===== config.mk =====
export PLATFORM = sky130hd
export DESIGN_NAME = tournament_select_flat
export DESIGN_NICKNAME = d
export VERILOG_FILES = /design/src/rtl/tournament_select_if.sv /design/src/rtl/tournament_select.sv /design/src/flat_wrapper.sv
export SDC_FILE = /design/constraint.sdc
export NUM_CORES = 1
export LEC_CHECK = 0
export BUFFER_PORTS_ARGS = -buffer_cell sky130_fd_sc_hd__buf_2
export CAP_MARGIN = 0
export CORE_ASPECT_RATIO = 1.5
export CORE_MARGIN = 2
export CORE_UTILIZATION = 62
export CTS_CLUSTER_SIZE = 28
export DETAILED_ROUTE_END_ITERATION = 12
export PLACE_DENSITY = 0.93
export SETUP_SLACK_MARGIN = 0.02
export SLEW_MARGIN = 20
export SYNTH_ARGS = -nofsm -noshare
export SYNTH_HDL_FRONTEND = slang
export SYNTH_SLANG_ARGS = --single-unit

===== constraint.sdc =====
create_clock -name clk -period 7.5 [get_ports clk]
set_input_delay 1.875 -clock clk [delete_from_list [all_inputs] [get_ports clk]]
set_output_delay 1.875 -clock clk [all_outputs]
set_load 0.03 [all_outputs]

===== src/rtl/tournament_select_if.sv =====
// Chromosome-pair input channel (with its fitness results) and parent-pair output channel.
interface tournament_select_if #(
  parameter int CHROM_W = 8,
  parameter int FIT_W   = 27
);
  logic                      in_valid;
  logic                      in_ready;
  logic signed [CHROM_W-1:0] chrom1;
  logic signed [CHROM_W-1:0] chrom2;
  logic signed [FIT_W-1:0]   fitness1;
  logic signed [FIT_W-1:0]   fitness2;
  logic                      parent_valid;
  logic                      parent_ready;
  logic signed [CHROM_W-1:0] parent_a;
  logic signed [CHROM_W-1:0] parent_b;

  modport master (
    output in_valid, chrom1, chrom2, fitness1, fitness2, parent_ready,
    input  in_ready, parent_valid, parent_a, parent_b
  );

  modport slave (
    input  in_valid, chrom1, chrom2, fitness1, fitness2, parent_ready,
    output in_ready, parent_valid, parent_a, parent_b
  );
endinterface


===== src/rtl/tournament_select.sv =====
// 2-way tournament on fitness_function results; winner pair visible FF_LATENCY+1 cycles after the second accept.
// in_ready is credit-based on registered state, so the parent FIFO cannot overflow while parent_ready is low.
module tournament_select #(
  parameter int CHROM_W    = 8,
  parameter int FIT_W      = 27,
  parameter int FF_LATENCY = 3,
  parameter int PAIR_DEPTH = 4
) (
  input  logic                      clk,
  input  logic                      rst_n,
  tournament_select_if.slave        bus,
  input  logic                      gen_start,
  output logic signed [CHROM_W-1:0] best_chrom,
  output logic signed [FIT_W-1:0]   best_fitness,
  output logic                      best_valid
);
  localparam int PTR_W  = $clog2(PAIR_DEPTH);
  localparam int CNT_W  = $clog2(PAIR_DEPTH + 1);
  localparam int CRED_W = $clog2(2 * PAIR_DEPTH + FF_LATENCY + 2);

  typedef enum logic {EMPTY, HALF} state_t;

  state_t                    state_q, state_d;
  logic                      accept, tail_vld, push, pop, hold_load;
  logic                      vld_q [FF_LATENCY];
  logic signed [CHROM_W-1:0] c1_q [FF_LATENCY];
  logic signed [CHROM_W-1:0] c2_q [FF_LATENCY];
  logic signed [CHROM_W-1:0] win_chrom, hold_a;
  logic signed [FIT_W-1:0]   win_fit;
  logic signed [CHROM_W-1:0] mem_a [PAIR_DEPTH];
  logic signed [CHROM_W-1:0] mem_b [PAIR_DEPTH];
  logic signed [CHROM_W-1:0] last_a, last_b;
  logic [PTR_W-1:0]          wr_ptr, rd_ptr;
  logic [CNT_W-1:0]          fifo_cnt;
  logic [CRED_W-1:0]         inflight, credit_used;

  assign accept = bus.in_valid & bus.in_ready;

  always_ff @(posedge clk or negedge rst_n) begin
    if (!rst_n) begin
      for (int i = 0; i < FF_LATENCY; i++) begin
        vld_q[i] <= 1'b0;
        c1_q[i]  <= '0;
        c2_q[i]  <= '0;
      end
    end else begin
      vld_q[0] <= accept;
      c1_q[0]  <= bus.chrom1;
      c2_q[0]  <= bus.chrom2;
      for (int i = 1; i < FF_LATENCY; i++) begin
        vld_q[i] <= vld_q[i-1];
        c1_q[i]  <= c1_q[i-1];
        c2_q[i]  <= c2_q[i-1];
      end
    end
  end

  // Fitness arrives exactly as the chromosomes reach the tail; ties favour chrom1.
  assign tail_vld  = vld_q[FF_LATENCY-1];
  assign win_chrom = ($signed(bus.fitness1) >= $signed(bus.fitness2)) ? c1_q[FF_LATENCY-1] : c2_q[FF_LATENCY-1];
  assign win_fit   = ($signed(bus.fitness1) >= $signed(bus.fitness2)) ? bus.fitness1 : bus.fitness2;

  always_comb begin
    state_d   = state_q;
    push      = 1'b0;
    hold_load = 1'b0;
    if (gen_start) begin
      state_d = EMPTY;
      if (tail_vld) begin
        hold_load = 1'b1;
        state_d   = HALF;
      end
    end else if (tail_vld) begin
      case (state_q)
        EMPTY: begin
          hold_load = 1'b1;
          state_d   = HALF;
        end
        HALF: begin
          push    = 1'b1;
          state_d = EMPTY;
        end
        default: state_d = EMPTY;
      endcase
    end
  end

  always_ff @(posedge clk or negedge rst_n) begin
    if (!rst_n) begin
      state_q <= EMPTY;
      hold_a  <= '0;
    end else begin
      state_q <= state_d;
      if (hold_load) hold_a <= win_chrom;
    end
  end

  always_ff @(posedge clk or negedge rst_n) begin
    if (!rst_n) begin
      best_chrom   <= '0;
      best_fitness <= '0;
      best_valid   <= 1'b0;
    end else if (tail_vld && (gen_start || !best_valid || win_fit > best_fitness)) begin
      best_chrom   <= win_chrom;
      best_fitness <= win_fit;
      best_valid   <= 1'b1;
    end else if (gen_start) begin
      best_valid <= 1'b0;
    end
  end

  assign bus.parent_valid = (fifo_cnt != '0);
  assign pop              = bus.parent_valid & bus.parent_ready;
  assign bus.parent_a     = bus.parent_valid ? mem_a[rd_ptr] : last_a;
  assign bus.parent_b     = bus.parent_valid ? mem_b[rd_ptr] : last_b;

  always_ff @(posedge clk or negedge rst_n) begin
    if (!rst_n) begin
      for (int i = 0; i < PAIR_DEPTH; i++) begin
        mem_a[i] <= '0;
        mem_b[i] <= '0;
      end
      wr_ptr   <= '0;
      rd_ptr   <= '0;
      fifo_cnt <= '0;
      last_a   <= '0;
      last_b   <= '0;
    end else begin
      if (push) begin
        mem_a[wr_ptr] <= hold_a;
        mem_b[wr_ptr] <= win_chrom;
        wr_ptr        <= (wr_ptr == PTR_W'(PAIR_DEPTH - 1)) ? '0 : wr_ptr + 1'b1;
      end
      if (pop) begin
        last_a <= mem_a[rd_ptr];
        last_b <= mem_b[rd_ptr];
        rd_ptr <= (rd_ptr == PTR_W'(PAIR_DEPTH - 1)) ? '0 : rd_ptr + 1'b1;
      end
      if (push && !pop)      fifo_cnt <= fifo_cnt + 1'b1;
      else if (pop && !push) fifo_cnt <= fifo_cnt - 1'b1;
    end
  end

  // Each accepted pair costs one half-slot until it leaves the FIFO.
  always_comb begin
    inflight = '0;
    for (int i = 0; i < FF_LATENCY; i++) inflight = inflight + CRED_W'(vld_q[i]);
    credit_used = (CRED_W'(fifo_cnt) << 1) + inflight + CRED_W'(state_q == HALF);
  end

  assign bus.in_ready = (credit_used < CRED_W'(2 * PAIR_DEPTH));
endmodule


===== src/flat_wrapper.sv =====
// flat-port wrapper written by rule: the top's interface ports become plain ports
module tournament_select_flat 
#(
  parameter int CHROM_W    = 8,
  parameter int FIT_W      = 27,
  parameter int FF_LATENCY = 3,
  parameter int PAIR_DEPTH = 4
)
  (clk, rst_n, gen_start, best_chrom, best_fitness, best_valid, bus_in_valid, bus_chrom1, bus_chrom2, bus_fitness1, bus_fitness2, bus_parent_ready, bus_in_ready, bus_parent_valid, bus_parent_a, bus_parent_b);
  tournament_select_if #(.CHROM_W(CHROM_W), .FIT_W(FIT_W)) bus_i ();
  input  logic clk;
  input  logic rst_n;
  input  logic gen_start;
  output logic signed [CHROM_W-1:0] best_chrom;
  output logic signed [FIT_W-1:0] best_fitness;
  output logic best_valid;
  input wire logic [$bits(bus_i.in_valid)-1:0] bus_in_valid;
  input wire logic [$bits(bus_i.chrom1)-1:0] bus_chrom1;
  input wire logic [$bits(bus_i.chrom2)-1:0] bus_chrom2;
  input wire logic [$bits(bus_i.fitness1)-1:0] bus_fitness1;
  input wire logic [$bits(bus_i.fitness2)-1:0] bus_fitness2;
  input wire logic [$bits(bus_i.parent_ready)-1:0] bus_parent_ready;
  output wire logic [$bits(bus_i.in_ready)-1:0] bus_in_ready;
  output wire logic [$bits(bus_i.parent_valid)-1:0] bus_parent_valid;
  output wire logic [$bits(bus_i.parent_a)-1:0] bus_parent_a;
  output wire logic [$bits(bus_i.parent_b)-1:0] bus_parent_b;
  assign bus_i.in_valid = bus_in_valid;
  assign bus_i.chrom1 = bus_chrom1;
  assign bus_i.chrom2 = bus_chrom2;
  assign bus_i.fitness1 = bus_fitness1;
  assign bus_i.fitness2 = bus_fitness2;
  assign bus_i.parent_ready = bus_parent_ready;
  assign bus_in_ready = bus_i.in_ready;
  assign bus_parent_valid = bus_i.parent_valid;
  assign bus_parent_a = bus_i.parent_a;
  assign bus_parent_b = bus_i.parent_b;
  tournament_select #(.CHROM_W(CHROM_W), .FIT_W(FIT_W), .FF_LATENCY(FF_LATENCY), .PAIR_DEPTH(PAIR_DEPTH)) u_core (.clk(clk), .rst_n(rst_n), .bus(bus_i), .gen_start(gen_start), .best_chrom(best_chrom), .best_fitness(best_fitness), .best_valid(best_valid));
endmodule

# [After elaboration in Yosys (flattened, before gate mapping)]
# Cells that the tools add are included.
[word_totals] reg_bits=183 in_bits=75 output_inout_bits=54 word_cells=91
[classes] addsub=8 n_lt_le_gt_ge=6 n_eq_ne=2 muxes=30 bitwise=5 n_reduce_logical=13
[op_table] operator="bitwise mux 32 bit" count=2
[op_table] operator="2-to-1 mux 8 bit" count=8
[op_table] operator="binary-select mux 8 bit (select 2 bit)" count=2
[op_table] operator="greater-or-equal comparator 27 bit" count=1
[op_table] operator="greater-than comparator 27 bit" count=1
[op_table] operator="2-to-1 mux 27 bit" count=1
[op_table] operator="demux 8 bit (select 2 bit)" count=1
[op_table] operator="2-to-1 mux 1 bit" count=11
[op_table] operator="adder 4 x 1 -> 4 bit" count=2
[op_table] operator="greater-or-equal comparator 3 bit (second input constant)" count=2
[op_table] operator="2-to-1 mux 3 bit" count=2
[op_table] operator="inverter 2 -> 3 bit" count=2
[op_table] operator="nonzero test 2 bit" count=3
[op_table] operator="adder 2 x 1 -> 2 bit (second input constant)" count=2
[op_table] operator="adder 4 bit" count=1
[op_table] operator="equality test 2 bit (second input constant)" count=2
[op_table] operator="logical AND 1 bit" count=4
[op_table] operator="less-than comparator 4 bit (second input constant)" count=1
[op_table] operator="2-to-1 mux 2 bit" count=2
[op_table] operator="adder 3 x 1 -> 3 bit (second input constant)" count=1
[op_table] operator="zero test 1 bit" count=3
[op_table] operator="less-than comparator 3 x 1 -> 1 bit (second input constant)" count=1
[op_table] operator="nonzero test 3 bit" count=1
[op_table] operator="subtractor 3 x 1 -> 3 bit (second input constant)" count=1
[op_table] operator="other kinds (5)" count=7

# [Depth between registers and ports, before layout]
[logic_depth] ltp_word=7 ltp_mapped=20 ltp_nobuf=16

# [Least setup slack after synthesis]
# Ideal clock, no wire load.
[synth_path] path_kind="input -> register" from="input bus_fitness2[6]" to="register u_core.best_fitness[10]" setup_ns=0.125 arrival_ns=5.652 required_time_ns=7.375 slack_ns=1.723 path_stages=20 n_path_buf=4 cell_sequence="inv_1 > ha_1 > a21oi_1 > o21ai_1 > a2111oi_1 > o211ai_1 > a21o_1 > buf_6 > buf_6 > mux2_4 > ha_1 > a21o_1 > a21o_1 > a211o_1 > a31oi_2 > a21oi_1 > a211o_1 > buf_6 > buf_12 > mux2_4"
[synth_between] elab_chain_cells=5
[synth_lines] element="start: declaration" line="flat_wrapper.sv:21" rtl="input wire logic [$bits(bus_i.fitness2)-1:0] bus_fitness2;"
[synth_lines] element="greater-or-equal comparator 27 bit" line="tournament_select.sv:61" rtl="assign win_fit = ($signed(bus.fitness1) >= $signed(bus.fitness2)) ? bus.fitness1 : bus.fitness2;"
[synth_lines] element="2-to-1 mux 27 bit" line="tournament_select.sv:61"
[synth_lines] element="named net u_core.win_fit[12]" line="tournament_select.sv:29" rtl="logic signed [FIT_W-1:0] win_fit;"
[synth_lines] element="greater-than comparator 27 bit" line="tournament_select.sv:103" rtl="end else if (tail_vld && (gen_start || !best_valid || win_fit > best_fitness)) begin"
[synth_lines] element="logical OR 1 bit" line="tournament_select.sv:103"
[synth_lines] element="logical AND 1 bit" line="tournament_select.sv:103"
[synth_lines] element="end signal: assignment" line="tournament_select.sv:105" rtl="best_fitness <= win_fit;"
[synth_lines] element="end: declaration" line="tournament_select.sv:14" rtl="output logic signed [FIT_W-1:0] best_fitness,"
# The timed path passes the listed nets, and every way through them passes these cells.
# A chain may end at the register's enable or synchronous reset.

# [Final worst setup path]
[layout_path] from="input bus_fitness2[8]" to="register u_core.best_fitness[20]"
# The elaborated chain is that of the path after synthesis.

==> run metrics <==
maxcap violations 0; peak supply drop 0.216 mV; top-area cell type share of the netlist area 51.4%; number of flops mapped to enable cells by yosys 0; Final min period 6.36 ns; CTS sink cnt 183; crit path from bus_fitness2[8]; worst skew pair latency 0.44 ns; Final nets 954; layout cell share with drive strength beyond 1 37.1%; crit-path cells buf_2 > inv_1 > ha_1 > a211oi_2 > nor2_1 > a2111oi_1 > o211ai_1 > a21o_2 > buf_4 > mux2_4 > ha_1 > nand4_1 > nor4_2 > nand3_1 > nand3_1 > a21oi_1 > a211o_2 > buf_4 > mux2_4; PostCTS Resize Cnt 0; Post-Syn Area 0.00891 sq mm; crit path kind primary input to flop; Seq cells post-synth 183; RSZ-0062 raised after global routing no; DRT antenna net count 0; Core Rows 53; Clock Pin Slew Worst Setup and Hold Paths 0.07 ns; grt ovf 0; final wirelength 19100 microns; Main synth FF type dfrtp_1; CP peak stage delay 0.61 ns; clk buf depth 2; worst hold path class flop to flop; global-route wire length before repair 31000 microns; Routed wire per std cell 18.7 microns; Pwr per Cell Area 439 mW/mm^2; Worst Skew 0.0125 ns; diode count 0; syn_nets 827; Die Y 151 microns; Post-DP Area 0.00966 sq mm; largest net degree at the start of global routing 65; biggest area consumer among synthesized cells dfrtp_1; Total GRT Usage 26.7%; Placer Congestion 0.850; Arrival @ worst endpoint 6.68 ns; initial core utilization 63.4%; Crit path max-delay family compound AO/OA/AOI/OAI gates; slowest stage cell, crit path a2111oi_1; post-synthesis sequential area ratio 51.4%; Crit Path Max Fanout 21; total CTS buffers 17; CORE AREA 0.0141 sq mm; cts hold-fix bufs 0; Area contributors post-synth dfrtp_1 51%, mux2_2 9.0%, ha_1 8.8%; post-DP HPWL 13000 microns; Root Driver clkbuf_16; die area 0.0154 sq mm; hold_ws 0.351 ns; CTS tree yes; number of global-route vias before repair 6349; headroom to the max-slew limit 36.2%; crit start category primary input; Mapped Cells 688; Tightest Pin Transition 0.954 ns; CP endpoint kind flop; Vias/cell 5.71; Synth Warn # 0; antenna violations before repair 0; Ports 129; total chip power 4490 uW; Syn Area/Cell 12.9 sq um; Pre-antenna DRT Iters 5; post-route cell area 0.0102 sq mm; Setup TNS Final 0 ns; Synth cell types 43; DRC viols 0; area delta synth->final 15.0%; f_max 157 MHz; detailed-route via count 5824; reg2reg start u_core.fifo_cnt[0]$_DFFE_PN0P_; Final Max Slew Viols 0; Async SR Flop Fraction 100%; CP Buf/Inv Count 4; final hold violations 0; worst path required time 7.82 ns; 1st-iter DRT viols 308; fill count 905; leakage 0.00523 uW; chip width 102 microns; hold_sp u_core.c1_q[14]$_DFF_PN0_; CTS H-tree lvls 4; Final Util 72.9%; final setup fails 0; fin crit share 84.9%; IO Port Bufs 128; status finished clean; postcts setup bufs 0
-- logic make-up after synthesis --
family / count (synthesis) / synth area share (%)
buf+inv: 95 / 4.99
simple gates: 96 / 4.97
mux: 152 / 23.0
flops: 183 / 51.4
compound gates: 93 / 6.10
fa+ha+maj: 64 / 9.07
xor+xnor: 5 / 0.492
-- power by group --
group,internal (uW),switching [uW]
combinational,910,1070
sequential,1340,303
clock,446,430
total,2700,1800
-- cell type report --
cell class	instances	area, sq um	share of cell area (%)
Sequential cell	183	4580	44.7
Multi-Input combinational cell	410	3890	37.9
Timing Repair Buffer	134	692	6.76
Clock buffer	17	425	4.15
Inverter	69	259	2.53
Tap cell	192	240	2.35
Clock inverter	15	159	1.55
-- routing by layer --
layer	track usage [%]	vias up	share of wire, %
li1	-	2641	-
met1	30.6	2911	38
met2	46.8	217	54
met3	5.81	55	5.0
met4	13.1	0	3.8
met5	0	-	0
-- cells in the mapped netlist (2+ instances only) --
| master | n |
|---|---|
| dfrtp_1 | 183 |
| mux2_2 | 71 |
| inv_1 | 69 |
| ha_1 | 63 |
| nand2_1 | 48 |
| mux2_4 | 47 |
| o21ai_0 | 42 |
| a21oi_1 | 29 |
| mux2i_1 | 18 |
| nor2_1 | 17 |
| mux4_2 | 16 |
| clkbuf_1 | 14 |
| nand4_1 | 13 |
| a21o_1 | 8 |
| buf_6 | 5 |
| buf_1 | 3 |
| buf_12 | 3 |
| nand2b_1 | 3 |
| nand3_1 | 3 |
| nor2b_1 | 3 |
| xor2_1 | 3 |
| a211o_1 | 2 |
| and2_1 | 2 |
| nor3_1 | 2 |
| o21a_1 | 2 |
| xnor2_1 | 2 |
-- path summary, 6_finish.rpt --
check                                                       to  depth (start not counted)  slack (ns)
hold reg to reg                       u_core.c1_q[6]$_DFF_PN0_                          0        0.35
max in group asynchronous         u_core.rd_ptr[0]$_DFFE_PN0P_                          2        4.90
setup / recovery           u_core.best_fitness[20]$_DFFE_PN0P_                         19        1.14
hold / removal                        u_core.c1_q[6]$_DFF_PN0_                          0        0.35
setup reg to reg                u_core.fifo_cnt[2]$_DFFE_PN0P_                          8        4.33
min in group asynchronous   u_core.best_fitness[4]$_DFFE_PN0P_                          1        1.41
-- metrics by stage --
step           instances  setup slack, ns
2_1_floorplan        688             1.72
3_3_place_gp         988             1.05
3_5_place_dp         988            0.828
4_1_cts             1020             1.19
5_1_grt             1020             1.01
6_report            1020             1.14
-- flip-flops by register name (all words and copies together), names as in the netlist, 3 cells and up --
| name | flops |
|---|---|
| u_core.best_chrom | 8 |
| u_core.fifo_cnt | 3 |
| u_core.mem_b | 32 |
| u_core.last_a | 8 |
| u_core.c2_q | 24 |
| u_core.c1_q | 24 |
| u_core.last_b | 8 |
| u_core.hold_a | 8 |
| u_core.best_fitness | 27 |
| u_core.mem_a | 32 |
-- placed cells by master (no fill, tap or decap), types with 7 or more instances in the layout --
master | synthesis | layout
dfrtp_1 | 183 | 182
buf_2 | 1 | 127
mux2_2 | 71 | 71
inv_1 | 69 | 69
ha_1 | 63 | 63
nand2_1 | 48 | 48
mux2_4 | 47 | 47
o21ai_0 | 42 | 42
a21oi_1 | 29 | 29
mux2i_1 | 18 | 18
nor2_1 | 17 | 17
clkbuf_16 | 0 | 17
mux4_2 | 16 | 16
nand4_1 | 13 | 13
a21o_1 | 8 | 7
(Power assumes the default switching activity.)
